--- config.mk ---
export PLATFORM = sky130hd
export DESIGN_NAME = mem_stage_flat
export DESIGN_NICKNAME = d
export VERILOG_FILES = /design/src/rtl/arm_pkg.sv /design/src/rtl/mem_stage_if.sv /design/src/rtl/sram_ctrl.sv /design/src/rtl/mem_stage.sv /design/src/flat_wrapper.sv
export SDC_FILE = /design/constraint.sdc
export NUM_CORES = 1
export LEC_CHECK = 0
export CAP_MARGIN = 25
export CORE_MARGIN = 1.5
export CORE_UTILIZATION = 40
export CTS_CLUSTER_SIZE = 10
export DETAILED_ROUTE_END_ITERATION = 10
export HOLD_SLACK_MARGIN = 0.08
export PLACE_DENSITY = 0.74
export SYNTH_ARGS = -nofsm -noshare
export SYNTH_HDL_FRONTEND = slang
export SYNTH_SLANG_ARGS = --single-unit
export TNS_END_PERCENT = 5
--- constraint.sdc ---
create_clock -name clk -period 5.2 [get_ports clk]
set_input_delay 0.52 -clock clk [delete_from_list [all_inputs] [get_ports clk]]
set_output_delay 0.52 -clock clk [all_outputs]
set_load 0.02 [all_outputs]
--- src/rtl/arm_pkg.sv ---
// Shared definitions for the ARM pipeline memory stage: FSM state encoding,
// default data-segment base and SRAM bus widths.
package arm_pkg;

  typedef enum logic [1:0] {
    IDLE   = 2'd0,
    ACCESS = 2'd1,
    DONE   = 2'd2
  } mem_state_t;

  // Byte address that maps onto SRAM word 0.
  localparam int DATA_BASE_DEFAULT = 1024;

  localparam int SRAM_DATA_W         = 32;
  localparam int SRAM_ADDR_W_DEFAULT = 16;

endpackage

--- src/rtl/mem_stage_if.sv ---
// Bundle of the EX/MEM inputs, the SRAM pins and the MEM/WB register outputs
// of the memory stage. The slave modport is the stage's own view; the master
// modport is the view of whatever surrounds it (pipeline plus SRAM).
//
// Stall handshake: freeze is a combinational stall request. While freeze is 1
// the upstream stages must hold every EX/MEM field stable; the memory stage
// inserts a bubble into MEM/WB on each such edge. The edge at which freeze is
// 0 is the one where the stage accepts the current EX/MEM contents into MEM/WB.
interface mem_stage_if #(
  parameter int ADDR_W = arm_pkg::SRAM_ADDR_W_DEFAULT
);

  // EX/MEM pipeline register contents
  logic                              wb_en_in;
  logic                              mem_r_en;
  logic                              mem_w_en;
  logic [3:0]                        dest_in;
  logic [31:0]                       alu_res;
  logic [31:0]                       val_rm;

  // Stall request upstream
  logic                              freeze;

  // SRAM pins
  logic [ADDR_W-1:0]                 sram_addr;
  logic [arm_pkg::SRAM_DATA_W-1:0]   sram_dq_o;
  logic [arm_pkg::SRAM_DATA_W-1:0]   sram_dq_i;
  logic                              sram_we_n;
  logic                              sram_oe_n;

  // MEM/WB pipeline register
  logic                              wb_wb_en;
  logic                              wb_mem_r_en;
  logic [3:0]                        wb_dest;
  logic [31:0]                       wb_alu_res;
  logic [31:0]                       wb_mem_data;

  // Current SRAM controller state, for observation only
  arm_pkg::mem_state_t               dbg_state;

  modport slave (
    input  wb_en_in, mem_r_en, mem_w_en, dest_in, alu_res, val_rm,
    input  sram_dq_i,
    output freeze,
    output sram_addr, sram_dq_o, sram_we_n, sram_oe_n,
    output wb_wb_en, wb_mem_r_en, wb_dest, wb_alu_res, wb_mem_data,
    output dbg_state
  );

  modport master (
    output wb_en_in, mem_r_en, mem_w_en, dest_in, alu_res, val_rm,
    output sram_dq_i,
    input  freeze,
    input  sram_addr, sram_dq_o, sram_we_n, sram_oe_n,
    input  wb_wb_en, wb_mem_r_en, wb_dest, wb_alu_res, wb_mem_data,
    input  dbg_state
  );

endinterface

--- src/rtl/sram_ctrl.sv ---
// Fixed-wait-state SRAM controller: latches one request, holds the SRAM
// strobes for WAIT_CYCLES cycles, captures read data on the final access
// edge, then spends one DONE cycle so the same instruction is not reissued.
module sram_ctrl
  import arm_pkg::*;
#(
  parameter int DATA_BASE   = DATA_BASE_DEFAULT,
  parameter int ADDR_W      = SRAM_ADDR_W_DEFAULT,
  parameter int WAIT_CYCLES = 4
) (
  input  logic                   clk,
  input  logic                   rst,
  input  logic                   mem_r_en,
  input  logic                   mem_w_en,
  input  logic [31:0]            alu_res,
  input  logic [31:0]            val_rm,
  output logic                   freeze,
  output logic [ADDR_W-1:0]      sram_addr,
  output logic [SRAM_DATA_W-1:0] sram_dq_o,
  input  logic [SRAM_DATA_W-1:0] sram_dq_i,
  output logic                   sram_we_n,
  output logic                   sram_oe_n,
  output logic [31:0]            rd_data,
  output mem_state_t             state_o
);

  localparam int CNT_W = (WAIT_CYCLES > 1) ? $clog2(WAIT_CYCLES) : 1;

  mem_state_t              state;
  mem_state_t              state_next;
  logic [CNT_W-1:0]        cnt;
  logic [ADDR_W-1:0]       addr_q;
  logic [SRAM_DATA_W-1:0]  data_q;
  logic                    wr_q;
  logic [31:0]             rd_q;

  logic                    req;
  logic                    last_access;
  logic [31:0]             byte_off;
  logic [ADDR_W-1:0]       word_addr;

  // Both enables set means a write; byte offset from the data base, low two
  // bits dropped, upper bits wrap silently into the SRAM word space.
  assign req         = mem_r_en | mem_w_en;
  assign byte_off    = alu_res - 32'(DATA_BASE);
  assign word_addr   = ADDR_W'(byte_off >> 2);
  assign last_access = (cnt == CNT_W'(WAIT_CYCLES - 1));

  // State register
  always_ff @(posedge clk or posedge rst) begin
    if (rst) begin
      state <= IDLE;
    end else begin
      state <= state_next;
    end
  end

  // Next-state and SRAM strobe / stall decode
  always_comb begin
    state_next = state;
    freeze     = 1'b0;
    sram_we_n  = 1'b1;
    sram_oe_n  = 1'b1;
    case (state)
      IDLE: begin
        if (req) begin
          freeze     = 1'b1;
          state_next = ACCESS;
        end
      end
      ACCESS: begin
        freeze    = 1'b1;
        sram_we_n = ~wr_q;
        sram_oe_n = wr_q;
        if (last_access) begin
          state_next = DONE;
        end
      end
      DONE: begin
        // The request still visible here is the one just serviced.
        state_next = IDLE;
      end
      default: begin
        state_next = IDLE;
      end
    endcase
  end

  // Request latches, wait-state counter and read-data capture
  always_ff @(posedge clk or posedge rst) begin
    if (rst) begin
      cnt    <= '0;
      addr_q <= '0;
      data_q <= '0;
      wr_q   <= 1'b0;
      rd_q   <= '0;
    end else begin
      case (state)
        IDLE: begin
          if (req) begin
            addr_q <= word_addr;
            data_q <= val_rm;
            wr_q   <= mem_w_en;
            cnt    <= '0;
          end
        end
        ACCESS: begin
          if (last_access) begin
            cnt <= '0;
            if (!wr_q) begin
              rd_q <= sram_dq_i;
            end
          end else begin
            cnt <= cnt + CNT_W'(1);
          end
        end
        default: begin
        end
      endcase
    end
  end

  assign sram_addr = addr_q;
  assign sram_dq_o = data_q;
  assign rd_data   = rd_q;
  assign state_o   = state;

endmodule

--- src/rtl/mem_stage.sv ---
// Memory stage of the five-stage ARM pipeline: SRAM controller plus the
// MEM/WB pipeline register, which takes a bubble on every stalled edge.
module mem_stage
  import arm_pkg::*;
#(
  parameter int DATA_BASE   = DATA_BASE_DEFAULT,
  parameter int ADDR_W      = SRAM_ADDR_W_DEFAULT,
  parameter int WAIT_CYCLES = 4
) (
  input  logic        clk,
  input  logic        rst,
  mem_stage_if.slave  bus
);

  logic        freeze;
  logic [31:0] rd_data;

  sram_ctrl #(
    .DATA_BASE   (DATA_BASE),
    .ADDR_W      (ADDR_W),
    .WAIT_CYCLES (WAIT_CYCLES)
  ) u_sram_ctrl (
    .clk       (clk),
    .rst       (rst),
    .mem_r_en  (bus.mem_r_en),
    .mem_w_en  (bus.mem_w_en),
    .alu_res   (bus.alu_res),
    .val_rm    (bus.val_rm),
    .freeze    (freeze),
    .sram_addr (bus.sram_addr),
    .sram_dq_o (bus.sram_dq_o),
    .sram_dq_i (bus.sram_dq_i),
    .sram_we_n (bus.sram_we_n),
    .sram_oe_n (bus.sram_oe_n),
    .rd_data   (rd_data),
    .state_o   (bus.dbg_state)
  );

  assign bus.freeze = freeze;

  // MEM/WB register: load when not stalled, otherwise bubble the control bits
  // and hold the data fields.
  always_ff @(posedge clk or posedge rst) begin
    if (rst) begin
      bus.wb_wb_en    <= 1'b0;
      bus.wb_mem_r_en <= 1'b0;
      bus.wb_dest     <= '0;
      bus.wb_alu_res  <= '0;
      bus.wb_mem_data <= '0;
    end else if (freeze) begin
      bus.wb_wb_en    <= 1'b0;
      bus.wb_mem_r_en <= 1'b0;
    end else begin
      bus.wb_wb_en    <= bus.wb_en_in;
      bus.wb_mem_r_en <= bus.mem_r_en;
      bus.wb_dest     <= bus.dest_in;
      bus.wb_alu_res  <= bus.alu_res;
      bus.wb_mem_data <= rd_data;
    end
  end

endmodule

--- src/flat_wrapper.sv ---
// flat-port wrapper written by rule: the top's interface ports become plain ports
module mem_stage_flat import arm_pkg::*;
#(
  parameter int DATA_BASE   = DATA_BASE_DEFAULT,
  parameter int ADDR_W      = SRAM_ADDR_W_DEFAULT,
  parameter int WAIT_CYCLES = 4
)
  (clk, rst, bus_wb_en_in, bus_mem_r_en, bus_mem_w_en, bus_dest_in, bus_alu_res, bus_val_rm, bus_sram_dq_i, bus_freeze, bus_sram_addr, bus_sram_dq_o, bus_sram_we_n, bus_sram_oe_n, bus_wb_wb_en, bus_wb_mem_r_en, bus_wb_dest, bus_wb_alu_res, bus_wb_mem_data, bus_dbg_state);
  mem_stage_if #(.ADDR_W(ADDR_W)) bus_i ();
  input  logic clk;
  input  logic rst;
  input wire logic [$bits(bus_i.wb_en_in)-1:0] bus_wb_en_in;
  input wire logic [$bits(bus_i.mem_r_en)-1:0] bus_mem_r_en;
  input wire logic [$bits(bus_i.mem_w_en)-1:0] bus_mem_w_en;
  input wire logic [$bits(bus_i.dest_in)-1:0] bus_dest_in;
  input wire logic [$bits(bus_i.alu_res)-1:0] bus_alu_res;
  input wire logic [$bits(bus_i.val_rm)-1:0] bus_val_rm;
  input wire logic [$bits(bus_i.sram_dq_i)-1:0] bus_sram_dq_i;
  output wire logic [$bits(bus_i.freeze)-1:0] bus_freeze;
  output wire logic [$bits(bus_i.sram_addr)-1:0] bus_sram_addr;
  output wire logic [$bits(bus_i.sram_dq_o)-1:0] bus_sram_dq_o;
  output wire logic [$bits(bus_i.sram_we_n)-1:0] bus_sram_we_n;
  output wire logic [$bits(bus_i.sram_oe_n)-1:0] bus_sram_oe_n;
  output wire logic [$bits(bus_i.wb_wb_en)-1:0] bus_wb_wb_en;
  output wire logic [$bits(bus_i.wb_mem_r_en)-1:0] bus_wb_mem_r_en;
  output wire logic [$bits(bus_i.wb_dest)-1:0] bus_wb_dest;
  output wire logic [$bits(bus_i.wb_alu_res)-1:0] bus_wb_alu_res;
  output wire logic [$bits(bus_i.wb_mem_data)-1:0] bus_wb_mem_data;
  output wire logic [$bits(bus_i.dbg_state)-1:0] bus_dbg_state;
  assign bus_i.wb_en_in = bus_wb_en_in;
  assign bus_i.mem_r_en = bus_mem_r_en;
  assign bus_i.mem_w_en = bus_mem_w_en;
  assign bus_i.dest_in = bus_dest_in;
  assign bus_i.alu_res = bus_alu_res;
  assign bus_i.val_rm = bus_val_rm;
  assign bus_i.sram_dq_i = bus_sram_dq_i;
  assign bus_freeze = bus_i.freeze;
  assign bus_sram_addr = bus_i.sram_addr;
  assign bus_sram_dq_o = bus_i.sram_dq_o;
  assign bus_sram_we_n = bus_i.sram_we_n;
  assign bus_sram_oe_n = bus_i.sram_oe_n;
  assign bus_wb_wb_en = bus_i.wb_wb_en;
  assign bus_wb_mem_r_en = bus_i.wb_mem_r_en;
  assign bus_wb_dest = bus_i.wb_dest;
  assign bus_wb_alu_res = bus_i.wb_alu_res;
  assign bus_wb_mem_data = bus_i.wb_mem_data;
  assign bus_dbg_state = bus_i.dbg_state;
  mem_stage #(.DATA_BASE(DATA_BASE), .ADDR_W(ADDR_W), .WAIT_CYCLES(WAIT_CYCLES)) u_core (.clk(clk), .rst(rst), .bus(bus_i));
endmodule
==> metrics.cfg, run 1 <==
[routing]
first_pass_iters=4
via_per_inst=4.772
drcViolationCount=0
wl_um=13490
drtIter0Drc=164
avgRoutedWirePerCell_um=16.91
ant_nets=0
num_vias=3808

[logic_synthesis]
ys.flop_type=dfrtp_1
syn_nets=475
synth_cells=368
yosysSeqAreaShare=0.6548
avgSynthCellArea_um2=16.10
synth_area_um2=5923
async_flop_share=1.000
ys_top_cells_by_count=155 x dfrtp_1, 96 x mux2_2, 45 x mux2_1, 10 x buf_2, 8 x a21oi_1
synth_edf_count=0
yosysWarningCount=0
ys_types=29
synth_area_leaders=dfrtp_1 65%, mux2_2 18%, mux2_1 8.6%
synth_seq_cells=155
yosysTopAreaCellShare=0.6548
yosys.area.top_type=dfrtp_1
synth_most_common_cell=dfrtp_1

[clocking]
clock_latency_ns=0.42
ctsResizeCount=0
clockBufferDepth=2
numCtsBuffers=17
cts_hold_buf=0
htreeDepth=4
root_buffer=clkbuf_16
clk_pin_slew_ns=0.06
cts_tree=built
cts_num_sinks=155
postCtsSetupRepairBufs=0

[sta]
finalMaxSlewViolations=0
final.setup.tns_ns=0
min_period_ns=2.618
worst_slew_pin_slew_ns=0.9707
grt_setup_unrepaired=false
max_freq_mhz=382.0
fin_ws_ns=2.582
hold_viol=0
timing.final.crit_share=0.5034
skew_ns=0.007920
setup_viol=0
max_slew_margin=0.3522

[floorplanning]
die_h_um=124.7
die_w_um=124.7
rows=44
io_pins=228
core_um2=14480
die-area_um2=15550
initial_utilization=0.4091

[power_and_ir_drop]
leakage_nw=3.731
ir_worst_vdd_mv=0.3614
p_sw_mw=2.050
power.internal_mw=4.134
powerDensity_nw_per_um2=687.1
pwr-share-seq=0.347
swShare=0.3316
pwr-share-comb=0.446
clkPwrFrac=0.207

[finish]
diodes=0
finalNetCount=710
syn2layout_area_growth_pct=51.94
drive_above_1_share=0.2199

[critical_path]
path_max_fanout=3
cp-start-kind=primary input
crit_type=in -> out
endpoint_kind=output pin
arrival_ns=2.10
cp_data_required_time_ns=4.68
rrSetupSlack_ns=2.72

[global_routing]
grt_pass1_vias=4227
track_usage=0.1861
grt-ovfl-total=0
grt_max_degree=123
grt_first_pass_wirelength_um=22610
antenna_found_initial=0

[place]
post-dp-hpwl_um=9662
pre_cts_ws_ns=2.400
portBuffers=227
gp_congestion=0.8275

[status]
status=finished clean

[worst_hold_path]
hold_path.class=reg -> reg

[flow_run]
maxCapViolations=0

[worst max-delay path, stage by stage]
cell	delay [ns]
clkdlybuf4s50_1	0.45
nor3_1	0.47
nor2_4	0.05
clkdlybuf4s50_1	0.61
[power by group through the flow]
| stage | Clock, mW | Sequential, mW | Combinational [mW] |
|---|---|---|---|
| floorplan | 0 | 2.70 | 0.943 |
| global placement | 0 | 2.13 | 2.73 |
| detailed placement | 0 | 2.17 | 2.79 |
| CTS | 1.31 | 2.15 | 2.80 |
| global route | 1.37 | 2.23 | 2.93 |
| finish | 1.28 | 2.15 | 2.76 |
[cell type report]
cell class | instances | area [um^2]
clock buffer | 22 | 464.2
multi-input combinational | 191 | 1923
inverter | 5 | 23.77
clock inverter | 8 | 142.6
tap | 184 | 230.2
fill | 1084 | 5479
timing repair buffer | 233 | 2337
sequential | 155 | 3879
[path summary, 6_finish.rpt]
path,start,to,cells past startpoint
hold reg to reg,u_core.u_sram_ctrl.sram_addr[1],u_core.u_sram_ctrl.sram_addr[1],1
setup reg to reg,u_core.u_sram_ctrl.state_o[1],u_core.u_sram_ctrl.rd_data[29],4
hold / removal,u_core.u_sram_ctrl.sram_addr[1],u_core.u_sram_ctrl.sram_addr[1],1
setup / recovery,bus_mem_w_en,bus_freeze,4
max in group asynchronous,rst,u_core.bus.wb_mem_data[30],3
min in group asynchronous,rst,u_core.u_sram_ctrl.sram_dq_o[5],2
[state kept, by name, indices dropped and copies added, names as in the netlist]
| register | cells |
|---|---|
| u_core.u_sram_ctrl.sram_addr | 16 |
| u_core.u_sram_ctrl.state_o | 2 |
| u_core.u_sram_ctrl.rd_data | 32 |
| u_core.bus.wb_mem_r_en | 1 |
| u_core.bus.wb_mem_data | 32 |
| u_core.bus.wb_wb_en | 1 |
| u_core.u_sram_ctrl.cnt | 2 |
| u_core.u_sram_ctrl.wr_q | 1 |
| u_core.bus.wb_dest | 4 |
| u_core.u_sram_ctrl.sram_dq_o | 32 |
| u_core.bus.wb_alu_res | 32 |
[placed cells by master, fill, tap and decap left out, types with 2 or more instances in the layout]
| cell | count |
|---|---|
| clkbuf_8 | 2 |
| mux2_2 | 96 |
| inv_1 | 4 |
| o21ai_0 | 5 |
| nand2b_1 | 2 |
| bufinv_16 | 4 |
| clkbuf_16 | 17 |
| and2_1 | 2 |
| ha_1 | 2 |
| a31oi_1 | 4 |
| buf_4 | 5 |
| clkbuf_1 | 3 |
| nor2b_1 | 2 |
| a21oi_1 | 8 |
| clkinv_2 | 3 |
| or3_1 | 5 |
| xnor2_1 | 2 |
| clkdlybuf4s50_1 | 227 |
| dfrtp_1 | 155 |
| nand2_1 | 5 |
| mux2_1 | 45 |
[kinds of logic after synthesis]
| family | count (synthesis) | synth area share |
|---|---|---|
| fa+ha+maj | 2 | 0.004224 |
| buf+inv | 22 | 0.02302 |
| compound gates | 20 | 0.01922 |
| simple gates | 25 | 0.02598 |
| xor+xnor | 2 | 0.002958 |
| mux | 142 | 0.2698 |
| flops | 155 | 0.6548 |
[metal layers]
| layer | track usage | wire, um |
|---|---|---|
| met1 | 0.2183 | 5530 |
| met2 | 0.3119 | 6770 |
| met3 | 0.07302 | 1037 |
| met4 | 0.06288 | 155 |
| met5 | 0 | 0 |
[through the flow]
| stage | total power, mW | hold WS (ns) | utilization | cells | cell area [um^2] |
|---|---|---|---|---|---|
| final | 6.184 | 0.4827 | 0.6216 | 798 | 9000 |
| after global placement | 4.866 | 0.4656 | 0.5778 | 767 | 8366 |
| after global routing | 6.534 | 0.4983 | 0.6216 | 798 | 9000 |
| after CTS | 6.264 | 0.4872 | 0.6197 | 797 | 8972 |
| after detailed placement | 4.962 | 0.4741 | 0.5778 | 767 | 8366 |
| after floorplan | 3.646 | 0.4541 | - | 368 | 5923 |
No activity file was read; power rests on OpenSTA's default activity.
==> inputs of run 2 (changes only) <==
Clock period 5.2 ns to 2.5 ns, I/O delays scaled along.
==> run 2 against run 1 <==
Effect of this change: wire length is 0.42% lower; sequential share of layout area fell by 0.61 points; critical path depth decreased by 1; clock-buffer cell count decreased by 1; non-clock buffer count unchanged; worst setup slack worse by 2.3 ns; sequential power up 110%; register-to-register slack got worse by 2.1 ns; first-iteration DRC count down 20%; combinational power up 110%; critical endpoint unchanged; largest power group unchanged; highest routed layer unchanged.
==> metrics.cfg, run 2 (synthesized netlist as in run 1, its figures left out) <==
[routing]
avgRoutedWirePerCell_um=16.80  ; -0.67%
first_pass_iters=4  ; unchanged
drtIter0Drc=132  ; -20%
drcViolationCount=0  ; unchanged
via_per_inst=4.904  ; +2.8%
ant_nets=0  ; unchanged
num_vias=3923  ; +3.0%
wl_um=13440  ; -0.42%

[finish]
design_area_um2=9129  ; +1.4%
fillCellCount=1074  ; -0.92%
regArea_um2=3879  ; unchanged
multi_input_area_um2=1923  ; unchanged
syn2layout_area_growth_pct=54.12
diodes=0  ; unchanged
layout_commonest_cell=clkdlybuf4s50_1
finalNetCount=710  ; unchanged
drive_above_1_share=0.2256  ; +0.005780
final_cell_mix=227 x clkdlybuf4s50_1, 155 x dfrtp_1, 96 x mux2_2

[place]
pre_cts_ws_ns=0.4423  ; -1.957 ns
portBuffers=227  ; unchanged
place_area_um2=8422  ; +0.67%
gp_congestion=0.7974  ; -3.6%
post-dp-hpwl_um=9515  ; -1.5%

[power_and_ir_drop]
ir_worst_vdd_mv=0.6588  ; +82%
leakage_nw=3.787  ; +1.5%
powerDensity_nw_per_um2=1454  ; +110%
power.internal_mw=8.974  ; +120%
p_sw_mw=4.295  ; +110%
clkPwrFrac=0.229  ; +0.022
pwr-share-comb=0.434  ; -0.012
pwr-share-seq=0.337  ; -0.010
power_mw=13.27  ; +110%
swShare=0.3237  ; -0.007869

[worst_hold_path]
hold_path.class=in -> async

[critical_path]
worst_path_max_delay_cell=clkdlybuf4s50_1
cpLargestDelayFamily=buffers and inverters
crit_type=reg -> out
cp_data_required_time_ns=2.25  ; -2.43 ns
cp_cell_sequence=nor3_1 -> nor2_4 -> clkdlybuf4s50_1
arrival_ns=1.95  ; -0.15 ns
path_max_fanout=5  ; +2
cp_num_buf_inv=1  ; -1
endpoint_kind=output pin
crit_path_max_incr_delay_ns=0.63  ; +0.02 ns
cp-start-kind=register

[floorplanning]
initial_utilization=0.4091  ; unchanged
die_w_um=124.7  ; unchanged
die_h_um=124.7  ; unchanged
core_um2=14480  ; unchanged
io_pins=228  ; unchanged
die-area_um2=15550  ; unchanged
rows=44  ; unchanged

[sta]
skew_ns=0.004062  ; -0.003858 ns
worst_slew_pin_slew_ns=0.5062  ; -0.4645 ns
fin_ws_ns=0.3010  ; -2.281 ns
setup_viol=0  ; unchanged
min_period_ns=2.199
max_freq_mhz=454.7
hold_viol=0  ; unchanged
timing.final.crit_share=0.8796
max_slew_margin=0.6625  ; +0.3104
finalMaxSlewViolations=0  ; unchanged
final.setup.tns_ns=0  ; unchanged
grt_setup_unrepaired=false

[clocking]
clockBufferDepth=2  ; unchanged
cts_num_sinks=155  ; unchanged
clock_latency_ns=0.42  ; about the same
cts_hold_buf=0  ; unchanged
root_buffer=clkbuf_16
ctsResizeCount=0  ; unchanged
postCtsSetupRepairBufs=0  ; unchanged
clk_pin_slew_ns=0.06  ; about the same
htreeDepth=4  ; unchanged
numCtsBuffers=17  ; unchanged
cts_tree=built

[global_routing]
grt-ovfl-total=0  ; unchanged
grt_max_degree=94  ; -24%
grt_first_pass_wirelength_um=22280  ; -1.5%
grt_pass1_vias=4291  ; +1.5%
track_usage=0.1831  ; -0.003019
antenna_found_initial=0  ; unchanged

[flow_run]
maxCapViolations=0  ; unchanged

[status]
status=finished clean

-- run 2: changes by cell type in the layout (fill, tap and decap cells not counted) --
| cell | previous run | this run |
|---|---|---|
| clkbuf_1 | 3 | 1 |
| clkinv_2 | 3 | 2 |
| buf_12 | 0 | 4 |
| buf_4 | 5 | 2 |
| buf_16 | 1 | 0 |
| clkbuf_8 | 2 | 3 |
| bufinv_16 | 4 | 7 |
| clkinvlp_4 | 1 | 2 |
-- run 2: metrics by stage --
step	cells	hold WS [ns]	utilization
floorplan	368	0.3842	-
global placement	768	0.4633	0.5817
detailed placement	768	0.4720	0.5817
CTS	800	0.3534	0.6305
global route	800	0.3875	0.6305
finish	800	0.3531	0.6305
-- run 2: power groups by stage --
stage	combinational (mW)	sequential (mW)	clock, mW
2_1_floorplan	1.96	5.62	0
3_3_place_gp	5.70	4.44	0
3_5_place_dp	5.83	4.52	0
4_1_cts	5.85	4.49	3.10
5_1_grt	6.10	4.66	3.21
6_report	5.76	4.47	3.04
-- run 2: final cells by class --
type,instances,share of cell area
sequential,155,0.4249
timing repair buffer,233,0.2593
multi-input combinational,191,0.2107
clock buffer,21,0.05154
clock inverter,11,0.02590
tap,184,0.02522
inverter,5,0.002467
-- run 2: layer usage --
layer / up-vias / wire (um) / global-route usage / share of wire
li1: 1774 / - / - / -
met5: - / 0 / 0 / 0
met4: 0 / 240 / 0.07573 / 0.018
met3: 19 / 1199 / 0.07388 / 0.089
met1: 1970 / 5375 / 0.2170 / 0.40
met2: 160 / 6621 / 0.2961 / 0.49
-- run 2: final timing paths --
| kind | start | slack [ns] | to | cells past startpoint |
|---|---|---|---|---|
| setup / recovery | u_core.u_sram_ctrl.state_o[0] | 0.30 | bus_freeze | 3 |
| hold / removal | rst | 0.35 | u_core.u_sram_ctrl.sram_dq_o[20] | 3 |
| setup reg to reg | u_core.u_sram_ctrl.state_o[1] | 0.63 | u_core.u_sram_ctrl.sram_dq_o[25] | 4 |
| hold reg to reg | u_core.u_sram_ctrl.rd_data[19] | 0.48 | u_core.u_sram_ctrl.rd_data[19] | 1 |
| max in group asynchronous | rst | 1.72 | u_core.u_sram_ctrl.rd_data[9] | 3 |
| min in group clk | bus_wb_en_in | 0.40 | u_core.bus.wb_wb_en | 2 |
-- run 2: worst reg2reg max path, stage by stage, from the launching register on --
cell	delay, ns
dfrtp_1	0.47
nor2_2	0.34
and2_2	0.27
buf_12	0.24
mux2_1	0.42
